$ cat src/rtl/sink_list_purge_pkg.sv
// Shared definitions for the sink-list purge block and its helpers.
//   - memory word / address widths and table dimensions
//   - address map of neighborCount, sinkIDs[][] and sinkIDCount[]
//   - purge FSM state encoding
//   - address helpers for a sinkIDs entry and a sinkIDCount row
package sink_list_purge_pkg;

  localparam int WORD_WIDTH    = 16;
  localparam int ADDR_WIDTH    = 11;
  localparam int MAX_NEIGHBORS = 64;
  localparam int MAX_SINKS     = 8;
  localparam int NUM_REMOVE    = 4;

  localparam logic [ADDR_WIDTH-1:0] NBR_COUNT_ADDR = 11'h68A;
  localparam logic [ADDR_WIDTH-1:0] SINKIDS_BASE   = 11'h248;
  localparam logic [ADDR_WIDTH-1:0] SCOUNT_BASE    = 11'h68E;

  // Counters must be able to hold the clamped maximum itself, hence +1.
  localparam int ROW_W = $clog2(MAX_NEIGHBORS + 1);
  localparam int PTR_W = $clog2(MAX_SINKS + 1);

  typedef enum logic [3:0] {
    ST_IDLE    = 4'd0,
    ST_RD_NCNT = 4'd1,
    ST_LD_NCNT = 4'd2,
    ST_RD_SCNT = 4'd3,
    ST_LD_SCNT = 4'd4,
    ST_RD_ENT  = 4'd5,
    ST_LD_ENT  = 4'd6,
    ST_WR_ENT  = 4'd7,
    ST_WR_SCNT = 4'd8,
    ST_FIN     = 4'd9
  } state_e;

  // Byte address of sinkIDs[row][slot]; two bytes per word.
  function automatic logic [ADDR_WIDTH-1:0] entry_addr(input logic [ROW_W-1:0] row,
                                                       input logic [PTR_W-1:0] slot);
    return SINKIDS_BASE +
           ((ADDR_WIDTH'(row) * ADDR_WIDTH'(MAX_SINKS) + ADDR_WIDTH'(slot)) << 1);
  endfunction

  // Byte address of sinkIDCount[row].
  function automatic logic [ADDR_WIDTH-1:0] scount_addr(input logic [ROW_W-1:0] row);
    return SCOUNT_BASE + (ADDR_WIDTH'(row) << 1);
  endfunction

endpackage

$ cat src/rtl/sink_list_purge_match.sv
// sink_id_match: combinational N-way compare of one ID against a set of
// removal IDs, each gated by its own valid bit.
//   id_i            ID under test
//   remove_ids_i    packed removal IDs, channel k at [k*ID_W +: ID_W]
//   remove_valid_i  per-channel enable
//   hit_o           1 when id_i equals any enabled channel
module sink_id_match
  import sink_list_purge_pkg::*;
#(
  parameter int N_IDS = NUM_REMOVE,
  parameter int ID_W  = WORD_WIDTH
) (
  input  logic [ID_W-1:0]       id_i,
  input  logic [N_IDS*ID_W-1:0] remove_ids_i,
  input  logic [N_IDS-1:0]      remove_valid_i,
  output logic                  hit_o
);

  always_comb begin
    hit_o = 1'b0;
    for (int k = 0; k < N_IDS; k++) begin
      if (remove_valid_i[k] && (remove_ids_i[k*ID_W +: ID_W] == id_i)) begin
        hit_o = 1'b1;
      end
    end
  end

endmodule

$ cat src/rtl/sink_list_purge.sv
// sink_list_purge: after the destination check, walks every neighbour's
// sinkIDs row, deletes entries matching the latched removal IDs, compacts the
// row in place and rewrites its sinkIDCount when anything was removed.
//   clock, nrst            clock / async active-low reset
//   en, done_iamDestination start pulse and its qualifier
//   remove_ids/_valid      removal IDs, sampled only at start
//   address, wr_en,        shared memory port (1-cycle read latency)
//   mem_data_out/_in
//   busy, done             run status
//   removed_count          entries deleted this run (saturating)
//
// state      | meaning
// -----------+-----------------------------------------------
// IDLE       | waiting for a qualified start
// RD_NCNT    | address = neighborCount
// LD_NCNT    | capture/clamp neighborCount
// RD_SCNT    | address = sinkIDCount[row]
// LD_SCNT    | capture/clamp row length, reset rp/wp
// RD_ENT     | address = sinkIDs[row][rp]
// LD_ENT     | capture entry, match against removal IDs
// WR_ENT     | move surviving entry down to slot wp
// WR_SCNT    | write compacted length wp to sinkIDCount[row]
// FIN        | drop busy, raise done
module sink_list_purge
  import sink_list_purge_pkg::*;
(
  input  logic                             clock,
  input  logic                             nrst,
  input  logic                             en,
  input  logic                             done_iamDestination,
  input  logic [NUM_REMOVE*WORD_WIDTH-1:0] remove_ids,
  input  logic [NUM_REMOVE-1:0]            remove_valid,
  output logic [ADDR_WIDTH-1:0]            address,
  output logic                             wr_en,
  input  logic [WORD_WIDTH-1:0]            mem_data_out,
  output logic [WORD_WIDTH-1:0]            mem_data_in,
  output logic                             busy,
  output logic [ADDR_WIDTH-1:0]            removed_count,
  output logic                             done
);

  state_e                           state_q, state_d;
  logic [ROW_W-1:0]                 ncnt_q, ncnt_d;
  logic [ROW_W-1:0]                 row_q, row_d;
  logic [PTR_W-1:0]                 scnt_q, scnt_d;
  logic [PTR_W-1:0]                 rp_q, rp_d;
  logic [PTR_W-1:0]                 wp_q, wp_d;
  logic                             row_hit_q, row_hit_d;
  logic [WORD_WIDTH-1:0]            entry_q, entry_d;
  logic [NUM_REMOVE*WORD_WIDTH-1:0] ids_q, ids_d;
  logic [NUM_REMOVE-1:0]            valid_q, valid_d;
  logic [ADDR_WIDTH-1:0]            removed_q, removed_d;
  logic                             busy_q, busy_d;
  logic                             done_q, done_d;
  logic [ADDR_WIDTH-1:0]            address_q, address_d;
  logic                             wr_en_q, wr_en_d;
  logic [WORD_WIDTH-1:0]            wdata_q, wdata_d;

  logic hit;
  logic end_row;
  logic next_row;

  sink_id_match #(
    .N_IDS (NUM_REMOVE),
    .ID_W  (WORD_WIDTH)
  ) u_match (
    .id_i           (mem_data_out),
    .remove_ids_i   (ids_q),
    .remove_valid_i (valid_q),
    .hit_o          (hit)
  );

  always_comb begin
    state_d   = state_q;
    ncnt_d    = ncnt_q;
    row_d     = row_q;
    scnt_d    = scnt_q;
    rp_d      = rp_q;
    wp_d      = wp_q;
    row_hit_d = row_hit_q;
    entry_d   = entry_q;
    ids_d     = ids_q;
    valid_d   = valid_q;
    removed_d = removed_q;
    busy_d    = busy_q;
    done_d    = done_q;
    address_d = address_q;
    wr_en_d   = 1'b0;
    wdata_d   = wdata_q;
    end_row   = 1'b0;
    next_row  = 1'b0;

    case (state_q)
      ST_IDLE: begin
        if (en && done_iamDestination) begin
          ids_d     = remove_ids;
          valid_d   = remove_valid;
          removed_d = '0;
          done_d    = 1'b0;
          busy_d    = 1'b1;
          state_d   = ST_RD_NCNT;
        end
      end
      ST_RD_NCNT: state_d = ST_LD_NCNT;
      ST_LD_NCNT: begin
        if (mem_data_out > WORD_WIDTH'(MAX_NEIGHBORS)) ncnt_d = ROW_W'(MAX_NEIGHBORS);
        else                                           ncnt_d = mem_data_out[ROW_W-1:0];
        row_d = '0;
        if (ncnt_d == '0) state_d = ST_FIN;
        else              state_d = ST_RD_SCNT;
      end
      ST_RD_SCNT: state_d = ST_LD_SCNT;
      ST_LD_SCNT: begin
        if (mem_data_out > WORD_WIDTH'(MAX_SINKS)) scnt_d = PTR_W'(MAX_SINKS);
        else                                       scnt_d = mem_data_out[PTR_W-1:0];
        rp_d      = '0;
        wp_d      = '0;
        row_hit_d = 1'b0;
        if (scnt_d == '0) next_row = 1'b1;
        else              state_d  = ST_RD_ENT;
      end
      ST_RD_ENT: state_d = ST_LD_ENT;
      ST_LD_ENT: begin
        entry_d = mem_data_out;
        rp_d    = rp_q + PTR_W'(1);
        if (hit) begin
          if (removed_q != '1) removed_d = removed_q + ADDR_WIDTH'(1);
          row_hit_d = 1'b1;
        end else if (wp_q != rp_q) begin
          state_d = ST_WR_ENT;
        end else begin
          // Nothing removed yet in this row: entry is already in place.
          wp_d = wp_q + PTR_W'(1);
        end
        if (state_d != ST_WR_ENT) begin
          if (rp_d == scnt_q) end_row = 1'b1;
          else                state_d = ST_RD_ENT;
        end
      end
      ST_WR_ENT: begin
        wp_d = wp_q + PTR_W'(1);
        if (rp_q == scnt_q) end_row = 1'b1;
        else                state_d = ST_RD_ENT;
      end
      ST_WR_SCNT: next_row = 1'b1;
      ST_FIN:     state_d  = ST_IDLE;
      default:    state_d  = ST_IDLE;
    endcase

    if (end_row) begin
      if (row_hit_d) state_d  = ST_WR_SCNT;
      else           next_row = 1'b1;
    end

    if (next_row) begin
      if ((row_q + ROW_W'(1)) == ncnt_q) begin
        state_d = ST_FIN;
      end else begin
        row_d   = row_q + ROW_W'(1);
        state_d = ST_RD_SCNT;
      end
    end

    // Port outputs are registered and set up for the state being entered,
    // so address/data are stable for the whole cycle of that state.
    case (state_d)
      ST_RD_NCNT: address_d = NBR_COUNT_ADDR;
      ST_RD_SCNT: address_d = scount_addr(row_d);
      ST_RD_ENT:  address_d = entry_addr(row_d, rp_d);
      ST_WR_ENT: begin
        address_d = entry_addr(row_d, wp_d);
        wdata_d   = entry_d;
        wr_en_d   = 1'b1;
      end
      ST_WR_SCNT: begin
        address_d = scount_addr(row_d);
        wdata_d   = WORD_WIDTH'(wp_d);
        wr_en_d   = 1'b1;
      end
      ST_FIN: begin
        busy_d = 1'b0;
        done_d = 1'b1;
      end
      default: ;
    endcase
  end

  always_ff @(posedge clock or negedge nrst) begin
    if (!nrst) begin
      state_q   <= ST_IDLE;
      ncnt_q    <= '0;
      row_q     <= '0;
      scnt_q    <= '0;
      rp_q      <= '0;
      wp_q      <= '0;
      row_hit_q <= 1'b0;
      entry_q   <= '0;
      ids_q     <= '0;
      valid_q   <= '0;
      removed_q <= '0;
      busy_q    <= 1'b0;
      done_q    <= 1'b0;
      address_q <= '0;
      wr_en_q   <= 1'b0;
      wdata_q   <= '0;
    end else begin
      state_q   <= state_d;
      ncnt_q    <= ncnt_d;
      row_q     <= row_d;
      scnt_q    <= scnt_d;
      rp_q      <= rp_d;
      wp_q      <= wp_d;
      row_hit_q <= row_hit_d;
      entry_q   <= entry_d;
      ids_q     <= ids_d;
      valid_q   <= valid_d;
      removed_q <= removed_d;
      busy_q    <= busy_d;
      done_q    <= done_d;
      address_q <= address_d;
      wr_en_q   <= wr_en_d;
      wdata_q   <= wdata_d;
    end
  end

  assign address       = address_q;
  assign wr_en         = wr_en_q;
  assign mem_data_in   = wdata_q;
  assign busy          = busy_q;
  assign removed_count = removed_q;
  assign done          = done_q;

endmodule

$ cat config.mk
export PLATFORM = sky130hd
export DESIGN_NAME = sink_list_purge
export DESIGN_NICKNAME = d
export VERILOG_FILES = /design/src/rtl/sink_list_purge_pkg.sv /design/src/rtl/sink_list_purge_match.sv /design/src/rtl/sink_list_purge.sv
export SDC_FILE = /design/constraint.sdc
export NUM_CORES = 1
export LEC_CHECK = 0
export CORE_UTILIZATION = 54
export CTS_CLUSTER_SIZE = 25
export DETAILED_ROUTE_END_ITERATION = 8
export PLACE_DENSITY_LB_ADDON = 0.25
export SYNTH_ARGS = -nofsm -noshare
export SYNTH_HDL_FRONTEND = slang
export SYNTH_SLANG_ARGS = --single-unit
export TNS_END_PERCENT = 100
$ cat constraint.sdc
create_clock -name clock -period 5.25 [get_ports clock]
set_input_delay 1.05 -clock clock [delete_from_list [all_inputs] [get_ports clock]]
set_output_delay 1.05 -clock clock [all_outputs]
set_load 0.005 [all_outputs]
---- After elaboration in Yosys (flattened, before gate mapping) ----
Cells that the tools add are included.
word-level totals
  memory bits (read-only) ................. 0
  output and inout port bits .............. 41
  logic and storage cells ................. 125
  input bits .............................. 88
  bits in latches ......................... 0
  memories ................................ 0
  bits in writable memories ............... 0
  register bits after elaboration ......... 156
operators by class
  bitwise gates (word level) .............. 0
  add/subtract/negate cells ............... 9
  eq/ne operators ......................... 27
  $mul .................................... 0
  shift-type cells ........................ 0
  reductions and logical operators ........ 18
  divide/modulo/power cells ............... 0
  order comparisons ....................... 2
  mux-type cells .......................... 53
operators with widths
  kind                    count
  $mux 4                  17
  $eq 16x16->1            4
  $pmux 11 s4             1
  $pmux 4 s9              1
  $mux 7                  5
  $mux 11                 3
  $pmux 16 s2             1
  $eq 4x3->1 const B      6
  $add 10x11->11 const A  2
  $pmux 11 s2             1
  $add 10x4->10           2
  $mux 1                  18
  $gt 16x4->1 const B     1
  $gt 16x7->1 const B     1
  $mux 16                 1
  $eq 4x2->1 const B      3
  $eq 4x4->1 const B      3
  $pmux 4 s3              1
  $add 10x9->11 const A   1
  $add 11x1->11 const B   1
  $ne 11x11->1 const B    1
  $add 4x1->4 const B     2
  $eq 4x1->1 const B      2
  $eq 4x4->1              2
  other kinds (15)        29

---- Longest topological paths before layout ----
  depth in word-level cells ............... 17
  depth in mapped cells ................... 20

---- Modules after synthesis ----
From an unflattened synthesis, not the netlist that was laid out.
second synthesis, totals
  cell total of the unflattened synthesis .. 944
  area total of the unflattened synthesis .. 8,331.7 um^2
modules (own cells, without submodules)
  module           area an instance (um^2)  instances  cells an instance
  sink_list_purge  7,598.5                  1          851
  sink_id_match    733.2                    1          93

---- Worst setup path before layout ----
OpenSTA, ideal clock, no wires.
  kind .................................... input port to flip-flop
  start point ............................. in mem_data_out[1]
  end point ............................... reg address_q[10] (netlist: address[10])
  stages .................................. 17
  arrival time ............................ 4.893 ns
  path slack .............................. 0.234 ns
  path through ............................ buf_2 > or3_1 > or4_1 > or3_1 > buf_2 > o32a_4 > a21oi_4 > nand2_2 > mux2i_1 > ha_1 > ha_1 > and2_1 > a31o_2 > o22ai_1 > a21oi_1 > a2111o_1 > o221a_2
RTL lines
  item                  line                         source
  from (decl)           sink_list_purge.sv:35        input logic [WORD_WIDTH-1:0] mem_data_out,
  $eq 16x16->1          sink_list_purge_match.sv:22  if (remove_valid_i[k] && (remove_ids_i[k*ID_W +: ID_W] == id_i)) begin
  $logic_and 1x1->1     sink_list_purge_match.sv:22
  $mux 1 (4 in series)  sink_list_purge_match.sv:22
  $mux 4                sink_list_purge.sv:126       if (hit) begin
  $mux 4                sink_list_purge.sv:93        case (state_q)
  $ne 4x3->1            sink_list_purge.sv:135       if (state_d != ST_WR_ENT) begin
  $mux 1                sink_list_purge.sv:135
  $pmux 1 s2            sink_list_purge.sv:93
  $mux 1 *              sink_list_purge.sv:150       if (end_row) begin
  $mux 7 *              sink_list_purge.sv:155       if (next_row) begin
  net row_d[0]          sink_list_purge.sv:44        logic [ROW_W-1:0] row_q, row_d;
  $add 10x4->10         sink_list_purge_pkg.sv:39    ((ADDR_WIDTH'(row) * ADDR_WIDTH'(MAX_SINKS) + ADDR_WIDTH'(slot)) << 1);
  $add 10x11->11        sink_list_purge_pkg.sv:38    return SINKIDS_BASE +
  $pmux 11 s4 *         sink_list_purge.sv:166       case (state_d)
  to (signal assigned)  sink_list_purge.sv:220       address_q <= address_d;
  to (decl)             sink_list_purge.sv:55        logic [ADDR_WIDTH-1:0] address_q, address_d;
Mark *: on every way through the listed nets, which the timed path passes. The rest lies on a longest branch. The select of a mux whose other input is x is not followed.
A chain may end at the register's enable or synchronous reset.

---- Worst setup path after layout ----
  start point ............................. in mem_data_out[6]
  end point ............................... reg address_q[10] (netlist: address[10])
RTL lines
  item                  line                         source
  $eq 16x16->1          sink_list_purge_match.sv:22
  $logic_and 1x1->1     sink_list_purge_match.sv:22
  $mux 1 (3 in series)  sink_list_purge_match.sv:22
  $mux 1 *              sink_list_purge_match.sv:22
  $mux 4 *              sink_list_purge.sv:126
  $pmux 4 s3 *          sink_list_purge.sv:93
  net wp_d[3]           sink_list_purge.sv:47        logic [PTR_W-1:0] wp_q, wp_d;
  $add 10x4->10 *       sink_list_purge_pkg.sv:39
  $add 10x11->11 *      sink_list_purge_pkg.sv:38
  $pmux 11 s4 *         sink_list_purge.sv:166
Marks and branches as above.

==> results.ini <==
[status]
status = finished clean

[sta]
post-route-min-period_ns = 4.97
skew_ns = 0.00737
hold_viol_final = 0
final_max_slew_viol_count = 0
setup-violations-final = 0
period_share_pct = 94.6
max_freq_mhz = 201
worst_pin_slew_ns = 0.782
hold_slack_ns = 0.466
slew_headroom_pct = 47.7

[grt]
grt_pass1_wl_um = 36500
antenna_found_initial = 0
grtUsageTotal_pct = 29.8
grt_overflow = 0
first_global_vias = 7057
grt_start_max_net_pins = 81

[clock_tree]
cts_tree = yes
cts-buffers-inserted = 17
htreeDepth = 4
insertion_delay_ns = 0.43
path_clk_slew_ns = 0.06
cts_setup_buffers = 0
cts.sinks = 155
clock_path_buffers = 2
cts_root_buf = clkbuf_16

[drt]
drcViolationCount = 0
drt_iter0_drc = 636
drt_pass1_iterations = 8
drt-wirelength-per-cell_um = 17.2
viasPerCell = 5.62
vias = 7120
drt_wl_total_um = 21800
postRouteAntennaNets = 0

[critical_path]
cpPeakStageDelay_ns = 0.53
path_delay_family = compound AO/OA/AOI/OAI gates
endpoint_kind = register
crit_chain = clkdlybuf4s50_1 -> xor2_1 -> nor4_1 -> nand4_1 -> o22ai_2 -> nor2_1 -> nand2_1 -> nor2_1 -> a211oi_1 -> nor3_1 -> a22o_1 -> mux2_2 -> ha_1 -> ha_1 -> and2_1 -> a31o_2 -> o22ai_1 -> a21oi_1 -> a2111o_1 -> o221a_2
critPathLaunchType = input port
critPathSlowestCell = clkdlybuf4s50_1
crit_buf_inv = 1
cp.arrival_ns = 5.29
crit_required_ns = 5.57
path_class = in2reg
path_max_fanout = 3

[floorplanning]
rows = 44
die-area_um2 = 15600
start_util_pct = 55.9
fp.dieW_um = 125
die_height_um = 125
core_um2 = 14600
io_pins = 129

[layout]
diodes = 0
area_growth_pct = 28.2
drive_gt1_share_pct = 10.9
fillers = 1092
fin_util_pct = 71.6
fin_nets = 1166
regArea_um2 = 3880
multi_input_area_um2 = 4010

[synthesis]
synth_top_area_share_pct = 47.4
synthFlopType = dfrtp_1
synth_nets = 1018
syn_avg_cell_area_um2 = 8.87
synth_edf_count = 0
yosysUniqueCellTypes = 72
ys_warn_count = 0
ys_seq_area_share_pct = 47.4
ys_ff_latch = 155
synthCells = 922
netlist_area_um2 = 8180
yosysTopAreaCell = dfrtp_1
yosys-top-cells-area = dfrtp_1, nand2_1, xor2_1, xnor2_1, nand3_1
synthArstFlopShare_pct = 100

[worst_hold_path]
worst_hold_path_type = reg2reg

[place]
place_hpwl_um = 15200
place_congestion = 0.901
port-buffer-count = 127

[power]
p_seq_share_pct = 36.5
powerDensity_nw_per_um2 = 531
switching_share_pct = 38.3
ir_drop_v = 0.000276
clkPwrFrac_pct = 21.4
leakage_nw = 5.13
p_sw_mw = 2.13
intPower_mw = 3.44
combPwrFrac_pct = 42.1

[flow_run]
timing.max_cap.violations = 0

-- cells in the final DEF, fill, tap and decap left out, drive strengths merged, types with 4 or more instances in the layout --
master and n:
o22ai 6, clkdlybuf4s50 124, nor2 36, nand4 12, inv 20, a31oi 4
buf 62, a22o 15, or2 4, nor3 12, ha 8, dfrtp 155
or3 5, mux2i 9, nand2 303, nor4 16, clkinv 4, nand3 35
clkbuf 20, or4 4, a221o 5, xnor2 25, o221ai 4, and2 8
a21oi 15, and3 6, a31o 4, xor2 81, o21ai 29
-- registers in the layout, summed over array words and instances, names as in the netlist --
register,count
address,10
ids_q,64
state_q,4
wp_q,4
scnt_q,4
ncnt_q,7
busy,1
removed_count,11
done,1
row_q,7
wr_en,1
entry_q,16
rp_q,4
mem_data_in,16
valid_q,4
row_hit_q,1
-- worst min-delay path, delay by kind of cell (launching register included) --
| family | cells | cell delay, ns |
|---|---|---|
| flip-flops | 1 | 0.32 |
| AND/OR/NAND/NOR | 2 | 0.11 |
-- stage by stage --
stage	setup slack [ns]	instance area, µm²	instances	power [mW]	TNS (ns)
after floorplan	0.234	8180	922	3.50	0
after global placement	-0.0897	9910	1235	4.29	-0.0897
after detailed placement	-0.242	9910	1235	4.34	-0.481
after CTS	0.198	10500	1266	5.57	0
after global routing	-0.00544	10500	1266	5.96	-0.00544
final	0.281	10500	1266	5.57	0
-- synthesized netlist by cell type (6+ instances only) --
cell / instances
a21oi_1: 14
a22o_1: 15
and2_1: 6
and3_1: 6
buf_1: 6
clkbuf_1: 45
dfrtp_1: 155
ha_1: 8
inv_1: 16
mux2i_1: 7
nand2_1: 302
nand3_1: 34
nand4_1: 12
nor2_1: 35
nor3_1: 12
nor4_1: 16
o21ai_0: 28
o22ai_1: 6
xnor2_1: 25
xor2_1: 81
-- layer usage --
| layer | track usage (%) | part of all wire [%] |
|---|---|---|
| met3 | 6.42 | 4.9 |
| met5 | 0 | 0 |
| met2 | 47.6 | 48 |
| met4 | 11.8 | 3.2 |
| met1 | 39.8 | 44 |
-- worst paths after layout --
check | start | depth (start not counted) | slack (ns) | endpoint
setup / recovery | mem_data_out[6] | 20 | 0.28 | address[10]
hold / removal | row_hit_q | 2 | 0.47 | row_hit_q
setup reg to reg | row_q[0] | 15 | 0.84 | address[10]
hold reg to reg | row_hit_q | 2 | 0.47 | row_hit_q
max in group asynchronous | nrst | 2 | 3.59 | mem_data_in[12]
min in group asynchronous | nrst | 1 | 0.59 | address[9]
-- kinds of logic (layout without fill, tap and decap cells) --
| group | Yosys count | in the layout | share of synthesized area, % |
|---|---|---|---|
| AO/OA/AOI/OAI | 111 | 111 | 10.1 |
| flip-flops | 155 | 155 | 47.4 |
| other | 1 | 1 | 0.0458 |
| AND/OR/NAND/NOR | 454 | 454 | 24.3 |
| XOR/XNOR | 106 | 106 | 11.3 |
| adder cells (fa/ha/maj) | 8 | 8 | 1.22 |
| buffers and inverters | 75 | 235 | 3.82 |
| multiplexers | 12 | 12 | 1.82 |
-- power groups by stage --
| stage | Clock [mW] | Sequential [mW] | Combinational (mW) |
|---|---|---|---|
| 6_report | 1.19 | 2.04 | 2.35 |
| 5_1_grt | 1.25 | 2.09 | 2.61 |
| 4_1_cts | 1.20 | 2.03 | 2.34 |
| 3_5_place_dp | 0 | 2.04 | 2.30 |
| 3_3_place_gp | 0 | 2.04 | 2.25 |
| 2_1_floorplan | 0 | 1.91 | 1.59 |
-- area by class of cell --
cell class,instances,area share [%]
tap,184,2.20
clock buffer,20,4.36
timing repair buffer,188,16.6
inverter,16,0.573
multi-input combinational,692,38.3
clock inverter,11,1.06
sequential,155,37.0
-- timing repair --
action	4_1_cts	5_1_grt
endpoints found under the setup margin	0	1
gates resized for setup	0	3
hold buffers	0	0
No activity file was read; power rests on OpenSTA's default activity.
